<file path="src/rtl/spi_pkg.sv">
// spi_pkg: shared types and constants for the SPI slave endpoint.
// Latency: n/a (declarations only).
// Backpressure: n/a.
package spi_pkg;

  // Slave controller states.
  typedef enum logic [1:0] {
    ST_IDLE  = 2'd0,
    ST_LOAD  = 2'd1,
    ST_SHIFT = 2'd2
  } spi_slv_state_t;

  // Supported bus mode encoded as {CPOL, CPHA}; only mode 0 is implemented.
  localparam logic [1:0] SPI_MODE0 = 2'b00;

endpackage

</file>
<file path="src/rtl/spi_sync_edge.sv">
// spi_sync_edge: multi-flop synchroniser for one asynchronous bus pin with rise/fall pulse outputs.
// Latency: SYNC_STAGES cycles to level; rise/fall pulses are acted on by the consumer one cycle later.
// Backpressure: none; pulses are single-cycle and must be consumed when they occur.
// Ports: clk/rst_n system clock and async active-low reset; din raw pin; level synchronised value;
//        rise/fall one-cycle pulses comparing the synchronised value with the one before it.
module spi_sync_edge #(
  parameter int   SYNC_STAGES = 2,
  parameter logic RST_VAL     = 1'b0
) (
  input  logic clk,
  input  logic rst_n,
  input  logic din,
  output logic level,
  output logic rise,
  output logic fall
);

  logic [SYNC_STAGES-1:0] sync_q;
  logic                   hist_q;

  // Reset to the pin's idle level so that leaving reset never looks like an edge.
  always_ff @(posedge clk or negedge rst_n) begin
    if (!rst_n) begin
      sync_q <= {SYNC_STAGES{RST_VAL}};
      hist_q <= RST_VAL;
    end else begin
      sync_q <= {sync_q[SYNC_STAGES-2:0], din};
      hist_q <= sync_q[SYNC_STAGES-1];
    end
  end

  assign level = sync_q[SYNC_STAGES-1];
  assign rise  = level & ~hist_q;
  assign fall  = ~level & hist_q;

endmodule

</file>
<file path="src/rtl/spi_slave.sv">
// spi_slave: mode-0 SPI slave, oversampled on clk; deserialises mosi into rx_data and serialises a held tx word on miso.
// Latency: SYNC_STAGES+1 clk from pin edge to action; rx_valid the cycle after the DATA_W-th detected sclk rise.
// Backpressure: none on receive; transmit uses tx_valid/tx_ready into a one-word holding register.
// Ports: clk, rst_n; SPI bus sclk, mosi, ss_n in and miso, miso_oe out;
//        tx_data/tx_valid/tx_ready transmit holding register; rx_data/rx_valid receive; tx_underrun sticky flag.
module spi_slave #(
  parameter int DATA_W      = 8,
  parameter int SYNC_STAGES = 2
) (
  input  logic              clk,
  input  logic              rst_n,
  input  logic              sclk,
  input  logic              mosi,
  input  logic              ss_n,
  output logic              miso,
  output logic              miso_oe,
  input  logic [DATA_W-1:0] tx_data,
  input  logic              tx_valid,
  output logic              tx_ready,
  output logic [DATA_W-1:0] rx_data,
  output logic              rx_valid,
  output logic              tx_underrun
);

  import spi_pkg::*;

  localparam int CNT_W = (DATA_W > 1) ? $clog2(DATA_W) : 1;

  // Synchronised bus inputs.
  logic sclk_level_unused, sclk_rise, sclk_fall;
  logic mosi_level, mosi_rise_unused, mosi_fall_unused;
  logic ss_level, ss_rise, ss_fall;

  spi_sync_edge #(.SYNC_STAGES(SYNC_STAGES), .RST_VAL(1'b0)) u_sync_sclk (
    .clk   (clk),
    .rst_n (rst_n),
    .din   (sclk),
    .level (sclk_level_unused),
    .rise  (sclk_rise),
    .fall  (sclk_fall)
  );

  spi_sync_edge #(.SYNC_STAGES(SYNC_STAGES), .RST_VAL(1'b0)) u_sync_mosi (
    .clk   (clk),
    .rst_n (rst_n),
    .din   (mosi),
    .level (mosi_level),
    .rise  (mosi_rise_unused),
    .fall  (mosi_fall_unused)
  );

  // ss_n idles high, so its synchroniser resets high.
  spi_sync_edge #(.SYNC_STAGES(SYNC_STAGES), .RST_VAL(1'b1)) u_sync_ss (
    .clk   (clk),
    .rst_n (rst_n),
    .din   (ss_n),
    .level (ss_level),
    .rise  (ss_rise),
    .fall  (ss_fall)
  );

  spi_slv_state_t    state;
  logic [DATA_W-1:0] tx_hold;
  logic              tx_full;
  logic [DATA_W-1:0] tx_shift;
  logic [DATA_W-2:0] rx_shift;
  logic [DATA_W-1:0] rx_next;
  logic [DATA_W-1:0] load_word;
  logic [CNT_W-1:0]  bit_cnt;
  logic              word_done;
  logic              deselect;
  logic              accept;
  logic              load_now;

  always_comb begin
    // The level term also catches a deselect that coincided with the LOAD cycle.
    deselect  = ss_rise | ss_level;
    accept    = tx_valid & ~tx_full;
    // Shift register is refilled at select and on the falling edge closing each word.
    load_now  = (state == ST_LOAD) ||
                ((state == ST_SHIFT) && !deselect && sclk_fall && word_done);
    load_word = tx_full ? tx_hold : '0;
    // Received word including the bit arriving on this rise.
    rx_next   = {rx_shift, mosi_level};
  end

  assign tx_ready = ~tx_full;

  always_ff @(posedge clk or negedge rst_n) begin
    if (!rst_n) begin
      state       <= ST_IDLE;
      tx_hold     <= '0;
      tx_full     <= 1'b0;
      tx_shift    <= '0;
      rx_shift    <= '0;
      bit_cnt     <= '0;
      word_done   <= 1'b0;
      miso        <= 1'b0;
      miso_oe     <= 1'b0;
      rx_data     <= '0;
      rx_valid    <= 1'b0;
      tx_underrun <= 1'b0;
    end else begin
      rx_valid <= 1'b0;

      // Holding register: an accept only happens while empty, so a same-cycle
      // load takes zeros (underrun) and the new word is still retained.
      if (accept) begin
        tx_hold <= tx_data;
        tx_full <= 1'b1;
      end else if (load_now) begin
        tx_full <= 1'b0;
      end

      if (load_now && !tx_full) begin
        tx_underrun <= 1'b1;
      end

      case (state)
        ST_IDLE: begin
          miso      <= 1'b0;
          miso_oe   <= 1'b0;
          bit_cnt   <= '0;
          word_done <= 1'b0;
          if (ss_fall) begin
            state <= ST_LOAD;
          end
        end

        ST_LOAD: begin
          tx_shift  <= load_word;
          miso      <= load_word[DATA_W-1];
          miso_oe   <= 1'b1;
          bit_cnt   <= '0;
          word_done <= 1'b0;
          state     <= ST_SHIFT;
        end

        ST_SHIFT: begin
          if (deselect) begin
            // Any partial word is dropped.
            state     <= ST_IDLE;
            miso      <= 1'b0;
            miso_oe   <= 1'b0;
            bit_cnt   <= '0;
            word_done <= 1'b0;
          end else if (sclk_rise) begin
            rx_shift <= rx_next[DATA_W-2:0];
            if (bit_cnt == CNT_W'(DATA_W - 1)) begin
              rx_data   <= rx_next;
              rx_valid  <= 1'b1;
              bit_cnt   <= '0;
              word_done <= 1'b1;
            end else begin
              bit_cnt <= bit_cnt + CNT_W'(1);
            end
          end else if (sclk_fall) begin
            if (word_done) begin
              tx_shift  <= load_word;
              miso      <= load_word[DATA_W-1];
              word_done <= 1'b0;
            end else begin
              tx_shift <= tx_shift << 1;
              miso     <= tx_shift[DATA_W-2];
            end
          end
        end

        default: state <= ST_IDLE;
      endcase
    end
  end

endmodule

</file>
<file path="config.mk">
export PLATFORM = sky130hd
export DESIGN_NAME = spi_slave
export DESIGN_NICKNAME = d
export VERILOG_FILES = /design/src/rtl/spi_pkg.sv /design/src/rtl/spi_sync_edge.sv /design/src/rtl/spi_slave.sv
export SDC_FILE = /design/constraint.sdc
export NUM_CORES = 1
export LEC_CHECK = 0
export CAP_MARGIN = 25
export CELL_PAD_IN_SITES_DETAIL_PLACEMENT = 0
export CELL_PAD_IN_SITES_GLOBAL_PLACEMENT = 1
export CORE_MARGIN = 3
export CORE_UTILIZATION = 44
export CTS_CLUSTER_DIAMETER = 200
export DETAILED_ROUTE_END_ITERATION = 12
export PLACE_DENSITY_LB_ADDON = 0.05
export SYNTH_ARGS = -nofsm -noshare
export SYNTH_HDL_FRONTEND = slang
export SYNTH_HIERARCHICAL = 1
export SYNTH_SLANG_ARGS = --single-unit
</file>
<file path="constraint.sdc">
create_clock -name clk -period 2.3 [get_ports clk]
set_input_delay 0.69 -clock clk [delete_from_list [all_inputs] [get_ports clk]]
set_output_delay 0.69 -clock clk [all_outputs]
set_load 0.02 [all_outputs]
</file>
# Yosys cells after proc, flatten, opt, wreduce, memory -nomap -nowiden
# Cells that the tools add are included.
# Widths: inputs -> output; s select.
# classes
addsub,1
n_mux,31
reduce_logical,21
eq_ne,13
bitwise_logic,12
# ops
cell,count
$mux 7,4
$mux 1,15
$pmux 7 s2,1
$ne 2x2->1 const B,5
$mux 3,3
$ne 3x3->1 const B,3
$reduce_and 3->1,3
$mux 8,1
$reduce_and 4->1,2
$not 1->1,6
$pmux 1 s3,2
$pmux 2 s3,1
$pmux 3 s2,1
$reduce_and 2->1,3
$reduce_bool 2->1,3
$and 1x1->1,5
$logic_and 1x1->1,4
$mux 2,2
$ne 4x3->1 const B,1
$ne 4x4->1 const B,1
$add 3x1->3 const B,1
$eq 3x3->1 const B,1
$reduce_bool 3->1,1
$eq 2x1->1 const B,1
7 further kinds,8
# totals
input_bits,14
out_inout_bits,13
ff_bits,49

# Longest topological paths before layout
# depth
ltp_word,10
ltp_mapped,6

# By module
# Netlist, hierarchy kept.
# by_module_without_submodules
module,cells_each,instances,area_each_um2
spi_slave,149,1,1863.0
spi_sync_edge at u_sync_mosi ...,5,2,90.1
spi_sync_edge at u_sync_ss,5,1,93.8

# Worst setup path before layout
# OpenSTA, ideal clock, no wires.
# synth_path
path_type,register -> register
startpoint,register state[0]
endpoint,register rx_shift[0]
stages_incl_launch_ff,7
period_less_slack_ps,1773
slack_ps,527
arrival_ps,1648
setup_time_ps,125
n_path_buf,1
required_time_ps,2175
path_cell_list,dfrtp_1 -> inv_1 -> ha_1 -> nor3b_4 -> and2_4 -> buf_12 -> mux2_4
# synth_between
elab_chain_len,2
# synth_lines
item,line,rtl
start: declaration,spi_slave.sv:62,spi_slv_state_t state;
start signal: assignment,spi_slave.sv:91,state <= ST_IDLE;
start signal: assignment,spi_slave.sv:126,state <= ST_LOAD;
start signal: assignment,spi_slave.sv:136,state <= ST_SHIFT;
$eq 2x2->1,spi_slave.sv:119,case (state)
$reduce_and 3->1 (no source line),-,
end signal: assignment,spi_slave.sv:148,rx_shift <= rx_next[DATA_W-2:0];
end: declaration,spi_slave.sv:66,logic [DATA_W-2:0] rx_shift;
# Every way passes these cells.
# A chain may end at the register's enable or synchronous reset.

# Worst setup path after layout
# layout_path
startpoint,register tx_full
endpoint,output port tx_ready
# layout_between
elab_chain_len,1
# layout_lines
item,line,rtl
start: declaration,spi_slave.sv:64,logic tx_full;
start signal: assignment,spi_slave.sv:93,tx_full <= 1'b0;
start signal: assignment,spi_slave.sv:110,tx_full <= 1'b1;
start signal: assignment,spi_slave.sv:112,tx_full <= 1'b0;
$not 1->1,spi_slave.sv:87,assign tx_ready = ~tx_full;
end: declaration,spi_slave.sv:19,"output logic tx_ready,"
# Every way passes these cells.

==> impl_metrics.csv <==
group,metric,value,unit
run_status,status,"completed",
grt,grt_usage,0.1533,
critical_path,critPathLaunchType,"flip-flop",
flow_run,maxCapViolations,0,
floorplanning,start_util,0.4687,
clock_tree,numCtsBuffers,5,
timing,final-hold-violation-count,0,
drt,drt_iter0_drc,104,
cells_and_area,area_growth,22.37,%
pwr,p_int,1.879,mW
timing,finClkSkew,5.354,ps
cells_and_area,utilization,0.5735,
timing,slew_viol_final,0,
synth,syn-num-nets,183,
grt,grt_pass1_vias,1360,
place,place_congestion,0.7232,
clock_tree,clk_pin_slew,90,ps
critical_path,r2r-end,"rx_data[0]",
cells_and_area,nets,218,
critical_path,crit_path_max_incr_delay,590,ps
drt,drc,0,
grt,grt_first_pass_wirelength,6.499,mm
pwr,p_sw_frac,0.2976,
synth,syn_area_per_cell,13.02,µm²
grt,grt_max_degree,22,
timing,finalSetupTns,0,ps
pwr,totalPowerFinal,2.676,mW
pwr,irDropWorstVdd,0.7139,mV
floorplanning,die_x,75.04,µm
pwr,power_frac_seq,0.436,
drt,wirelength,3.629,mm
critical_path,cp_top_family,"buffers and inverters",
critical_path,path_class,"flip-flop to output port",
clock_tree,cts-resized-gates,0,
critical_path,slowest_stage,"clkdlybuf4s50_1",
critical_path,ff2ff_setup_slack,360,ps
synth,yosysWarnings,6,
clock_tree,htree_num_levels,2,
drt,post_drt_wl_per_cell,14.57,µm
critical_path,path_max_fanout,2,
clock_tree,clkSinkCount,49,
drt,ant_nets,0,
timing,hold-worst-slack,325.9,ps
floorplanning,die_y,75.04,µm
floorplanning,dieArea,0.005630,mm²
timing,setup_viol,0,
pwr,p_switching,0.7963,mW
critical_path,crit_chain,"inv_1 > clkdlybuf4s50_1",
pwr,p_per_area,1043,mW/mm²
timing,max_slew_margin,0.6939,
clock_tree,cts-root-buf,"clkbuf_8",
drt,vias_per_cell,5.265,
clock_tree,cts_tree,"built",
timing,tightest_slew,459.2,ps
place,portBuffers,26,
critical_path,timing.rr.start,"state[0]",
synth,syn_inst,161,
timing,post-route-min-period,2023,ps
clock_tree,hold_buffers,0,
pwr,power_frac_clock,0.271,
drt,dr.pass1.iters,4,
pwr,p_leak,1.190,nW
floorplanning,io_pins,27,
floorplanning,rows,24,
critical_path,crit_required,1610,ps
worst_hold_path,hold_path_class,"input port to async pin",
pwr,power_frac_comb,0.293,
timing,clock.fmax,0.4944,GHz
timing,finalCritPeriodShare,0.8794,
critical_path,cp_num_buf_inv,2,
cells_and_area,drive_above_1_share,0.2487,
cells_and_area,antenna_cells,0,
clock_tree,clk_path_buf_depth,2,
critical_path,r2r_cells,5,
clock_tree,postCtsSetupRepairBufs,0,
drt,num_vias,1311,
timing,rsz0062_at_grt,"no",
grt,antenna_found_initial,0,
critical_path,end_kind,"output port",
place,hpwl,2.626,mm
synth,mappedNetlistArea,0.002097,mm²
grt,grt_overflow,0,
critical_path,critPathArrivalTime,1330,ps
clock_tree,clk-insertion-delay-late,300,ps
floorplanning,coreArea,0.004474,mm²
layout by cell type, fill, tap and decap left out, types with 2 or more instances in the layout:
master and n:
dfrtp_1 46, clkdlybuf4s50_1 25, mux2_2 18, nand2_1 14
o21ai_0 10, a21oi_1 9, inv_1 8, ha_1 8
mux2_4 7, and3_1 6, buf_4 6, clkbuf_8 5
nor2b_1 4, nor2_1 3, mux2i_1 3, dfstp_2 3
nand3_1 2, bufinv_16 2, and2b_2 2
how the worst max path moves through the flow:
stage,depth (start not counted),slack (ps),endpoint,start
3_5_place_dp,5,350,rx_data[0],state[0]
4_1_cts,2,250,tx_ready,tx_full
2_1_floorplan,6,530,rx_shift[0],state[0]
6_report,2,280,tx_ready,tx_full
5_1_grt,5,180,rx_data[0],state[0]
3_3_place_gp,4,420,tx_hold[1],tx_valid
state kept, by name (all words and copies together) (netlist names), 2 cells and up:
signal              flops
bit_cnt                 3
rx_data                 8
tx_shift                7
state                   2
u_sync_ss/sync_q        2
tx_hold                 8
u_sync_sclk/sync_q      2
rx_shift                7
u_sync_mosi/sync_q      2
per-layer routing:
metal	global-route usage	vias up	part of all wire
li1	-	621	-
met1	0.2045	648	0.46
met2	0.2350	34	0.47
met3	0.04806	8	0.052
met4	0.05731	0	0.016
met5	0	-	0
stage by stage:
| step | cell area (µm²) | std cells | worst slack, ps |
|---|---|---|---|
| floorplan | 2097 | 161 | 527.4 |
| global placement | 2429 | 241 | 418.2 |
| detailed placement | 2429 | 241 | 347.2 |
| CTS | 2566 | 249 | 254.9 |
| global route | 2566 | 249 | 183.5 |
| finish | 2566 | 249 | 277.3 |
area by class of cell:
type	count	area [µm²]
clock buffer	5	68.82
clock inverter	3	68.82
fill	364	1908
inverter	8	30.03
multi-input combinational	100	803.3
sequential	49	1230
tap	52	65.06
timing repair buffer	32	300.3
worst reg2reg max path, cell delays in order (launching register included):
cell,delay [ps]
dfrtp_1,430
inv_1,150
ha_1,290
nand2_1,160
nor2_2,410
mux2_2,400
power by group through the flow:
| stage | Combinational (mW) | Sequential (mW) | Clock (mW) |
|---|---|---|---|
| after detailed placement | 0.786 | 1.18 | 0 |
| after global routing | 0.886 | 1.20 | 0.779 |
| after CTS | 0.797 | 1.17 | 0.752 |
| final | 0.784 | 1.17 | 0.726 |
| after floorplan | 0.547 | 1.16 | 0 |
| after global placement | 0.758 | 1.17 | 0 |
Note: power is estimated with default switching activity, not from simulation.
